### src/rtl/riscv_pipe_pkg.sv
// Shared widths and bundle field offsets for the core's pipeline boundary registers.
// Also provides the slot-count helper used by the elastic stage.
package riscv_pipe_pkg;

  localparam int MAX_DEPTH = 8;

  localparam int IDEX_CTRL_W  = 14;
  localparam int IDEX_DATA_W  = 139;
  localparam int EXMEM_CTRL_W = 5;
  localparam int EXMEM_DATA_W = 101;
  localparam int MEMWB_CTRL_W = 2;
  localparam int MEMWB_DATA_W = 69;

  // ID/EX control bundle, LSB first
  localparam int IDEX_C_JALR     = 0;
  localparam int IDEX_C_REGWRITE = 1;
  localparam int IDEX_C_ALUSRC   = 2;
  localparam int IDEX_C_MEMWRITE = 3;
  localparam int IDEX_C_ALUOP    = 4;
  localparam int IDEX_C_ALUOP_W  = 7;
  localparam int IDEX_C_MEMTOREG = 11;
  localparam int IDEX_C_MEMREAD  = 12;
  localparam int IDEX_C_BRANCH   = 13;

  // ID/EX data bundle, LSB first
  localparam int IDEX_D_RS2   = 0;
  localparam int IDEX_D_RS1   = 5;
  localparam int IDEX_D_RD    = 10;
  localparam int IDEX_D_FUNCT = 15;
  localparam int IDEX_D_IMM   = 19;
  localparam int IDEX_D_RD2   = 43;
  localparam int IDEX_D_RD1   = 75;
  localparam int IDEX_D_PC    = 107;

  function automatic logic [3:0] countOnes(input logic [MAX_DEPTH-1:0] v);
    logic [3:0] n;
    n = '0;
    for (int i = 0; i < MAX_DEPTH; i++) begin
      n = n + {3'b000, v[i]};
    end
    return n;
  endfunction

endpackage

### src/rtl/pipe_stage_hs_if.sv
// Handshake bundle between an upstream stage, the elastic register and the downstream stage.
interface pipe_stage_hs_if #(
  parameter int CTRL_W = 14,
  parameter int DATA_W = 139,
  parameter int DEPTH  = 1
) ();
  localparam int CNT_W = $clog2(DEPTH + 1);

  logic              flush;
  logic              in_valid;
  logic              in_ready;
  logic [CTRL_W-1:0] in_ctrl;
  logic [DATA_W-1:0] in_data;
  logic              out_valid;
  logic              out_ready;
  logic [CTRL_W-1:0] out_ctrl;
  logic [DATA_W-1:0] out_data;
  logic [CNT_W-1:0]  count;

  modport master (
    output flush, in_valid, in_ctrl, in_data, out_ready,
    input  in_ready, out_valid, out_ctrl, out_data, count
  );

  modport slave (
    input  flush, in_valid, in_ctrl, in_data, out_ready,
    output in_ready, out_valid, out_ctrl, out_data, count
  );
endinterface

### src/rtl/pipe_stage_hs_slot.sv
// One register slot: valid bit plus control and data bundles.
// An invalid slot always holds zero control so a bubble behaves as a NOP.
module pipe_slot #(
  parameter int CTRL_W     = 14,
  parameter int DATA_W     = 139,
  parameter int CLEAR_DATA = 1
) (
  input  logic              clk,
  input  logic              rst,
  input  logic              i_flush,
  input  logic              i_load,
  input  logic              i_valid,
  input  logic [CTRL_W-1:0] i_ctrl,
  input  logic [DATA_W-1:0] i_data,
  output logic              o_valid,
  output logic [CTRL_W-1:0] o_ctrl,
  output logic [DATA_W-1:0] o_data
);
  logic              r_valid;
  logic [CTRL_W-1:0] r_ctrl;
  logic [DATA_W-1:0] r_data;

  // Loading a bubble clears control but keeps the old data payload
  always_ff @(posedge clk or posedge rst) begin
    if (rst) begin
      r_valid <= 1'b0;
      r_ctrl  <= '0;
      r_data  <= '0;
    end else if (i_flush) begin
      r_valid <= 1'b0;
      r_ctrl  <= '0;
      if (CLEAR_DATA != 0) begin
        r_data <= '0;
      end
    end else if (i_load) begin
      r_valid <= i_valid;
      if (i_valid) begin
        r_ctrl <= i_ctrl;
        r_data <= i_data;
      end else begin
        r_ctrl <= '0;
      end
    end
  end

  assign o_valid = r_valid;
  assign o_ctrl  = r_ctrl;
  assign o_data  = r_data;
endmodule

### src/rtl/pipe_stage_hs.sv
// Elastic pipeline register of DEPTH slots with valid/ready handshake, flush and occupancy.
// Outputs come straight from the last slot; only the ready chain is combinational.
module pipe_stage_hs
  import riscv_pipe_pkg::*;
#(
  parameter int CTRL_W     = IDEX_CTRL_W,
  parameter int DATA_W     = IDEX_DATA_W,
  parameter int DEPTH      = 1,
  parameter int CLEAR_DATA = 1
) (
  input logic           clk,
  input logic           rst,
  pipe_stage_hs_if.slave bus
);
  localparam int CNT_W = $clog2(DEPTH + 1);

  logic [DEPTH-1:0]     w_valid;
  logic [DEPTH-1:0]     w_canLoad;
  logic [CTRL_W-1:0]    w_ctrl [DEPTH];
  logic [DATA_W-1:0]    w_data [DEPTH];
  logic [MAX_DEPTH-1:0] w_validPad;

  // A slot can load when any slot from it to the head is empty or the head drains
  always_comb begin
    logic w_anyEmpty;
    w_anyEmpty = bus.out_ready;
    w_canLoad  = '0;
    for (int i = DEPTH - 1; i >= 0; i--) begin
      w_anyEmpty   = w_anyEmpty | ~w_valid[i];
      w_canLoad[i] = w_anyEmpty;
    end
  end

  for (genvar g = 0; g < DEPTH; g++) begin : gSlot
    logic              w_predValid;
    logic [CTRL_W-1:0] w_predCtrl;
    logic [DATA_W-1:0] w_predData;

    if (g == 0) begin : gHead
      assign w_predValid = bus.in_valid;
      assign w_predCtrl  = bus.in_ctrl;
      assign w_predData  = bus.in_data;
    end else begin : gBody
      assign w_predValid = w_valid[g-1];
      assign w_predCtrl  = w_ctrl[g-1];
      assign w_predData  = w_data[g-1];
    end

    pipe_slot #(
      .CTRL_W     (CTRL_W),
      .DATA_W     (DATA_W),
      .CLEAR_DATA (CLEAR_DATA)
    ) uSlot (
      .clk     (clk),
      .rst     (rst),
      .i_flush (bus.flush),
      .i_load  (w_canLoad[g]),
      .i_valid (w_predValid),
      .i_ctrl  (w_predCtrl),
      .i_data  (w_predData),
      .o_valid (w_valid[g]),
      .o_ctrl  (w_ctrl[g]),
      .o_data  (w_data[g])
    );
  end

  assign w_validPad = MAX_DEPTH'(w_valid);

  assign bus.in_ready  = w_canLoad[0];
  assign bus.out_valid = w_valid[DEPTH-1];
  assign bus.out_ctrl  = w_ctrl[DEPTH-1];
  assign bus.out_data  = w_data[DEPTH-1];
  assign bus.count     = CNT_W'(countOnes(w_validPad));
endmodule

### src/flat_wrapper.sv
// flat-port wrapper written by rule: the top's interface ports become plain ports
module pipe_stage_hs_flat import riscv_pipe_pkg::*;
#(
  parameter int CTRL_W     = IDEX_CTRL_W,
  parameter int DATA_W     = IDEX_DATA_W,
  parameter int DEPTH      = 1,
  parameter int CLEAR_DATA = 1
)
  (clk, rst, bus_flush, bus_in_valid, bus_in_ctrl, bus_in_data, bus_out_ready, bus_in_ready, bus_out_valid, bus_out_ctrl, bus_out_data, bus_count);
  pipe_stage_hs_if #(.CTRL_W(CTRL_W), .DATA_W(DATA_W), .DEPTH(DEPTH)) bus_i ();
  input logic clk;
  input logic rst;
  input wire logic [$bits(bus_i.flush)-1:0] bus_flush;
  input wire logic [$bits(bus_i.in_valid)-1:0] bus_in_valid;
  input wire logic [$bits(bus_i.in_ctrl)-1:0] bus_in_ctrl;
  input wire logic [$bits(bus_i.in_data)-1:0] bus_in_data;
  input wire logic [$bits(bus_i.out_ready)-1:0] bus_out_ready;
  output wire logic [$bits(bus_i.in_ready)-1:0] bus_in_ready;
  output wire logic [$bits(bus_i.out_valid)-1:0] bus_out_valid;
  output wire logic [$bits(bus_i.out_ctrl)-1:0] bus_out_ctrl;
  output wire logic [$bits(bus_i.out_data)-1:0] bus_out_data;
  output wire logic [$bits(bus_i.count)-1:0] bus_count;
  assign bus_i.flush = bus_flush;
  assign bus_i.in_valid = bus_in_valid;
  assign bus_i.in_ctrl = bus_in_ctrl;
  assign bus_i.in_data = bus_in_data;
  assign bus_i.out_ready = bus_out_ready;
  assign bus_in_ready = bus_i.in_ready;
  assign bus_out_valid = bus_i.out_valid;
  assign bus_out_ctrl = bus_i.out_ctrl;
  assign bus_out_data = bus_i.out_data;
  assign bus_count = bus_i.count;
  pipe_stage_hs #(.CTRL_W(CTRL_W), .DATA_W(DATA_W), .DEPTH(DEPTH), .CLEAR_DATA(CLEAR_DATA)) u_core (.clk(clk), .rst(rst), .bus(bus_i));
endmodule
### config.mk
export PLATFORM = sky130hd
export DESIGN_NAME = pipe_stage_hs_flat
export DESIGN_NICKNAME = d
export VERILOG_FILES = /design/src/rtl/riscv_pipe_pkg.sv /design/src/rtl/pipe_stage_hs_if.sv /design/src/rtl/pipe_stage_hs_slot.sv /design/src/rtl/pipe_stage_hs.sv /design/src/flat_wrapper.sv
export SDC_FILE = /design/constraint.sdc
export NUM_CORES = 1
export LEC_CHECK = 0
export BUFFER_PORTS_ARGS = -buffer_cell sky130_fd_sc_hd__buf_2
export CAP_MARGIN = 20
export CORE_MARGIN = 8
export CORE_UTILIZATION = 35
export CTS_CLUSTER_SIZE = 10
export DETAILED_ROUTE_END_ITERATION = 8
export PLACE_DENSITY = 0.71
export SYNTH_ARGS = -nofsm -noshare
export SYNTH_HDL_FRONTEND = slang
export SYNTH_SLANG_ARGS = --single-unit
export TNS_END_PERCENT = 1
### constraint.sdc
create_clock -name clk -period 12.3 [get_ports clk]
set_clock_uncertainty 0.2 [all_clocks]
set_input_delay 1.845 -clock clk [delete_from_list [all_inputs] [get_ports clk]]
set_output_delay 1.845 -clock clk [all_outputs]
set_load 0.01 [all_outputs]
==> results_dict.tcl, run 1 <==
set metrics [dict create \
    drv_cap 0 \
    reg2reg_from "u_core.gSlot[0].uSlot.o_valid" \
    rrSetupSlack_ns 9.64 \
    fin_crit_sh_pct 39.7 \
    synth_area_um2 6680 \
    grt_max_degree 92 \
    grt_use_total_pct 18.4 \
    slew_violations 0 \
    dpl.hpwl_um 14700 \
    crit_type "in2out" \
    crit_path_end "bus_in_ready" \
    wl_um 22500 \
    die_w_um 154 \
    synth_top_area_share_pct 57.7 \
    cp_max_fo 80 \
    ys_types 17 \
    grt_pass1_vias 6374 \
    drcViolationCount 0 \
    cts_tree "done" \
    vias 6475 \
    drtIter0Drc 463 \
    ir_worst_vdd_mv 0.0898 \
    start_util_pct 35.7 \
    area_delta_synth_final_pct 30.0 \
    run_status "complete, no violations" \
    setup_viol 0 \
    first_pass_iters 5 \
    startpoint "bus_out_ready" \
    power_density_nw_per_um2 142 \
    die_y_um 154 \
    pin_count 314 \
    nets 1115 \
    ys_seq_area_share_pct 57.7 \
    max_freq_mhz 205 \
    pre_cts_slack_ns 7.35 \
    yosys-top-cells-area "dfrtp_1 58%, a21oi_1 12%, nand3_1 11%, o21ai_0 9.4%, buf_6 3.2%" \
    ant_nets 0 \
    num_rows 50 \
    cp-end-kind "output pin" \
    path_clk_slew_ns 0.06 \
    critPathLaunchType "input port" \
    reg2reg_to "u_core.gSlot[0].uSlot.o_data[69]" \
    core_um2 18700 \
    arrival_ns 2.84 \
    synth_area_leader_cell "dfrtp_1" \
    rsz0062_at_grt "no" \
    worstMarginPinSlew_ns 0.922 \
    worstSkewPairLatency_ns 0.41 \
    required_ns 10.26 \
    grt-ovfl-total 0 \
    fin_ws_ns 7.41 \
    cts_resized 0 \
    syn_avg_cell_area_um2 9.51 \
    leakagePower_nw 4.36 \
    drive_above_1_share_pct 36.5 \
    grt_first_pass_wirelength_um 35500 \
    clk_path_buf_depth 2 \
    routedWlPerCell_um 18.7 \
    dieArea_um2 23800 \
    portBuffers 313 \
    post_cts_buffers 0 \
    ys.warnings.count 0 \
    hp-class "reg2reg" \
    clock-sinks 154 \
    tns_ns 0 \
    cts_made_buffers 17 \
    antenna_found_initial 3 \
    finalCriticalPeriod_ns 4.89 \
    cts_hold_buf 0 \
    ys_ff_latch 154 \
    syn_inst 702 \
    via_per_inst 5.37 \
    finalHoldViolCount 0 \
    cts_root_buf "clkbuf_16" \
    fin_hold_ws_ns 0.316 \
    htreeDepth 4 \
    globalplace.congestion 0.816 \
    synth_fp_nets 860 \
    slew_headroom_pct 38.5 \
    reg2reg_depth 5 \
]
## per-stage QoR
| stage | instances | area [um^2] | util, % | power [W] |
|---|---|---|---|---|
| after floorplan | 702 | 6680 | - | 0.000647 |
| after global placement | 1172 | 8090 | 43.2 | 0.000717 |
| after detailed placement | 1172 | 8090 | 43.2 | 0.000719 |
| after CTS | 1204 | 8680 | 46.4 | 0.00125 |
| after global routing | 1205 | 8680 | 46.4 | 0.00129 |
| final | 1205 | 8680 | 46.4 | 0.00123 |
## where the power goes
part | leakage, nW | internal [W] | switching (W)
Sequential | 2.06 | 0.000534 | 0.0000126
Combinational | 2.03 | 0.0000591 | 0.000101
Clock | 0.266 | 0.000307 | 0.000218
Total | 4.36 | 0.000900 | 0.000332
## cells in the final DEF (no fill, tap or decap), drive strengths merged
cell      netlist  routed
buf            43     320
a21oi         154     154
dfrtp         154     154
nand3         153     153
o21ai         139     139
clkbuf         41      20
nand2          14      14
clkinvlp        0       6
inv             2       6
bufinv          0       2
diode           0       1
nor2b           1       1
clkinv          1       1
## per-layer routing
metal,part of all wire [%],vias up,track usage (%)
met5,0.10,-,0
met4,2.1,4,6.81
met3,9.8,30,6.95
met2,47,281,28.6
met1,41,3156,22.9
li1,-,3004,-
## synthesized netlist by cell type, drive strengths merged
master / instances
a21oi: 154
dfrtp: 154
nand3: 153
o21ai: 139
buf: 43
clkbuf: 41
nand2: 14
inv: 2
clkinv: 1
nor2b: 1
## critical path, cell delays in order
cell and delay, ns:
buf_2 0.10, nor2b_4 0.05, inv_4 0.58, buf_2 0.27
## state kept, by name (all words and copies together) (netlist names)
signal	count
u_core.gSlot.uSlot.o_ctrl	14
u_core.gSlot.uSlot.o_valid	1
u_core.gSlot.uSlot.o_data	139
## cells by family (layout without fill, tap and decap cells)
group,count (synthesis),count (layout),share of synthesized area [%]
buffers and inverters,87,355,7.87
and+or+nand+nor,168,168,12.5
DFF,154,154,57.7
other,0,1,0
AOI/OAI and AO/OA,293,293,22.0
## how the worst min path moves through the flow
stage	start	slack, ns	depth (start not counted)	endpoint
after floorplan	u_core.gSlot[0].uSlot.o_ctrl[11]	0.35	2	u_core.gSlot[0].uSlot.o_ctrl[11]
after CTS	u_core.gSlot[0].uSlot.o_ctrl[8]	0.32	2	u_core.gSlot[0].uSlot.o_ctrl[8]
final	u_core.gSlot[0].uSlot.o_ctrl[8]	0.32	2	u_core.gSlot[0].uSlot.o_ctrl[8]
after detailed placement	u_core.gSlot[0].uSlot.o_ctrl[8]	0.31	2	u_core.gSlot[0].uSlot.o_ctrl[8]
after global placement	u_core.gSlot[0].uSlot.o_ctrl[12]	0.30	2	u_core.gSlot[0].uSlot.o_ctrl[12]
after global routing	u_core.gSlot[0].uSlot.o_ctrl[8]	0.34	2	u_core.gSlot[0].uSlot.o_ctrl[8]
## cell type report
| class | count | area [um^2] |
|---|---|---|
| fillers | 1848 | 10000 |
| repair buffers | 320 | 1620 |
| diodes | 1 | 2.50 |
| clock buffers | 20 | 447 |
| multi-input cells | 461 | 2300 |
| well taps | 234 | 293 |
| clock inverters | 12 | 140 |
| flip-flops and latches | 154 | 3850 |
| inverters | 3 | 20.0 |
(Power assumes the default switching activity.)
==> run 2: changes to the inputs <==
Settings changed: PLACE_DENSITY 0.71 to 0.73.
Clock period 12.3 ns to 4.3 ns, I/O delays scaled along.
==> run 2 against run 1 <==
Combinational power grew to 2.9 times the previous value. Total power grew to 2.9 times the previous value. Sequential share of layout area is 0.36 points lower. Largest cell class unchanged.
==> results_dict.tcl, run 2 (synthesis gave the netlist of run 1 again) <==
set metrics [dict create \
    drive_above_1_share_pct 36.7 \
    power_density_nw_per_um2 408 \
    finalCriticalPeriod_ns 2.67 \
    worstSkewPairLatency_ns 0.41 \
    comb_power_share_pct 12.9 \
    crit_type "reg2out" \
    cts_hold_buf 0 \
    first_pass_iters 7 \
    cts_tree "done" \
    slew_headroom_pct 42.0 \
    finalHoldViolCount 0 \
    power.total_w 0.00357 \
    vias 6416 \
    cp-end-kind "output pin" \
    cp_max_fo 79 \
    cts_resized 0 \
    reg2reg_from "u_core.gSlot[0].uSlot.o_valid" \
    switching_share_pct 26.6 \
    drv_cap 0 \
    hp-class "in2async" \
    start_util_pct 35.7 \
    use_met3_pct 7.23 \
    rsz0062_at_grt "no" \
    final_common_cell "buf_2" \
    drtIter0Drc 389 \
    pwr-share-clk_pct 43.2 \
    area_delta_synth_final_pct 31.0 \
    grt_max_degree 82 \
    globalRouteMet1Util_pct 22.2 \
    arrival_ns 1.83 \
    largest_reg_flops 139 \
    cts_root_buf "clkbuf_16" \
    grt_use_total_pct 17.9 \
    via_per_inst 5.31 \
    dieArea_um2 23800 \
    dpl.hpwl_um 14800 \
    reg2reg_depth 5 \
    tns_ns 0 \
    post_cts_buffers 0 \
    worstMarginPinSlew_ns 0.870 \
    max_freq_mhz 374 \
    htreeDepth 4 \
    seqPwrFrac_pct 43.8 \
    grt_first_pass_wirelength_um 34800 \
    run_status "complete, no violations" \
    slew_violations 0 \
    setup_viol 0 \
    globalplace.congestion 0.881 \
    use_met2_pct 27.7 \
    routedWlPerCell_um 18.2 \
    required_ns 3.45 \
    power.switching_w 0.000948 \
    core_um2 18700 \
    rrSetupSlack_ns 2.12 \
    path_clk_slew_ns 0.06 \
    wl_um 22000 \
    num_rows 50 \
    grt_pass1_vias 6442 \
    die_y_um 154 \
    fin_hold_ws_ns 0.125 \
    pin_count 314 \
    nets 1118 \
    fin_crit_sh_pct 62.2 \
    drcViolationCount 0 \
    cts_made_buffers 17 \
    grt-ovfl-total 0 \
    die_w_um 154 \
    reg2reg_to "u_core.gSlot[0].uSlot.o_ctrl[5]" \
    clk_path_buf_depth 2 \
    clock-sinks 154 \
    portBuffers 313 \
    critPathLaunchType "flip-flop" \
    p_int_w 0.00262 \
    ir_worst_vdd_mv 0.243 \
    ant_nets 0 \
    final_cell_mix "311 x buf_2, 154 x a21oi_1, 154 x dfrtp_1, 153 x nand3_1, 126 x o21ai_0" \
    antenna_found_initial 3 \
    leakagePower_nw 4.40 \
    busiest_layer "met2" \
]
[run 2: cell count changes in the layout (fill, tap and decap cells not counted)]
| cell | change |
|---|---|
| diode_2 | +1 |
| clkbuf_8 | -1 |
| clkbuf_1 | -1 |
| buf_12 | +3 |
| inv_6 | -1 |
| bufinv_16 | +1 |
| clkinv_2 | +1 |
[run 2: final cells by class]
class                           count  area (um^2)
Clock buffer                       18          429
Fill cell                        1816         9960
Multi-Input combinational cell    461         2300
Sequential cell                   154         3850
Antenna cell                        2         5.00
Clock inverter                     13          168
Inverter                            3         18.8
Timing Repair Buffer              323         1680
Tap cell                          234          293
[run 2: worst max-delay path: stages (launching register included)]
cell     delay (ns)
dfrtp_1        0.41
nor2b_4        0.15
inv_4          0.56
buf_2          0.27
[run 2: how the worst max path moves through the flow]
stage / startpoint / to / slack [ns] / depth (start not counted)
floorplan: rst / u_core.gSlot[0].uSlot.o_ctrl[0] / 1.51 / 1
global placement: bus_in_valid / u_core.gSlot[0].uSlot.o_data[15] / 1.48 / 5
detailed placement: bus_in_valid / u_core.gSlot[0].uSlot.o_data[31] / 1.45 / 5
CTS: u_core.gSlot[0].uSlot.o_valid / bus_in_ready / 1.60 / 3
global route: u_core.gSlot[0].uSlot.o_valid / bus_in_ready / 1.52 / 3
finish: u_core.gSlot[0].uSlot.o_valid / bus_in_ready / 1.63 / 3
[run 2: through the flow]
step | cells | utilization, % | cell area, um^2 | setup slack (ns)
6_report | 1208 | 46.8 | 8750 | 1.63
5_1_grt | 1207 | 46.8 | 8750 | 1.52
4_1_cts | 1206 | 46.7 | 8740 | 1.60
3_5_place_dp | 1175 | 43.6 | 8150 | 1.45
3_3_place_gp | 1175 | 43.6 | 8150 | 1.48
2_1_floorplan | 702 | - | 6680 | 1.51
[run 2: metal layers]
| layer | part of all wire, % | routed length (um) | up-vias |
|---|---|---|---|
| met2 | 47 | 10400 | 296 |
| met4 | 1.8 | 386 | 4 |
| met5 | 0.095 | 21 | - |
| li1 | - | - | 3008 |
| met3 | 10 | 2230 | 26 |
| met1 | 41 | 8930 | 3082 |
[run 2: power groups by stage]
stage / clock (W) / combinational [W] / sequential (W)
2_1_floorplan: 0 / 0.000223 / 0.00163
3_3_place_gp: 0 / 0.000464 / 0.00159
3_5_place_dp: 0 / 0.000470 / 0.00159
4_1_cts: 0.00158 / 0.000470 / 0.00156
5_1_grt: 0.00163 / 0.000513 / 0.00157
6_report: 0.00154 / 0.000462 / 0.00156
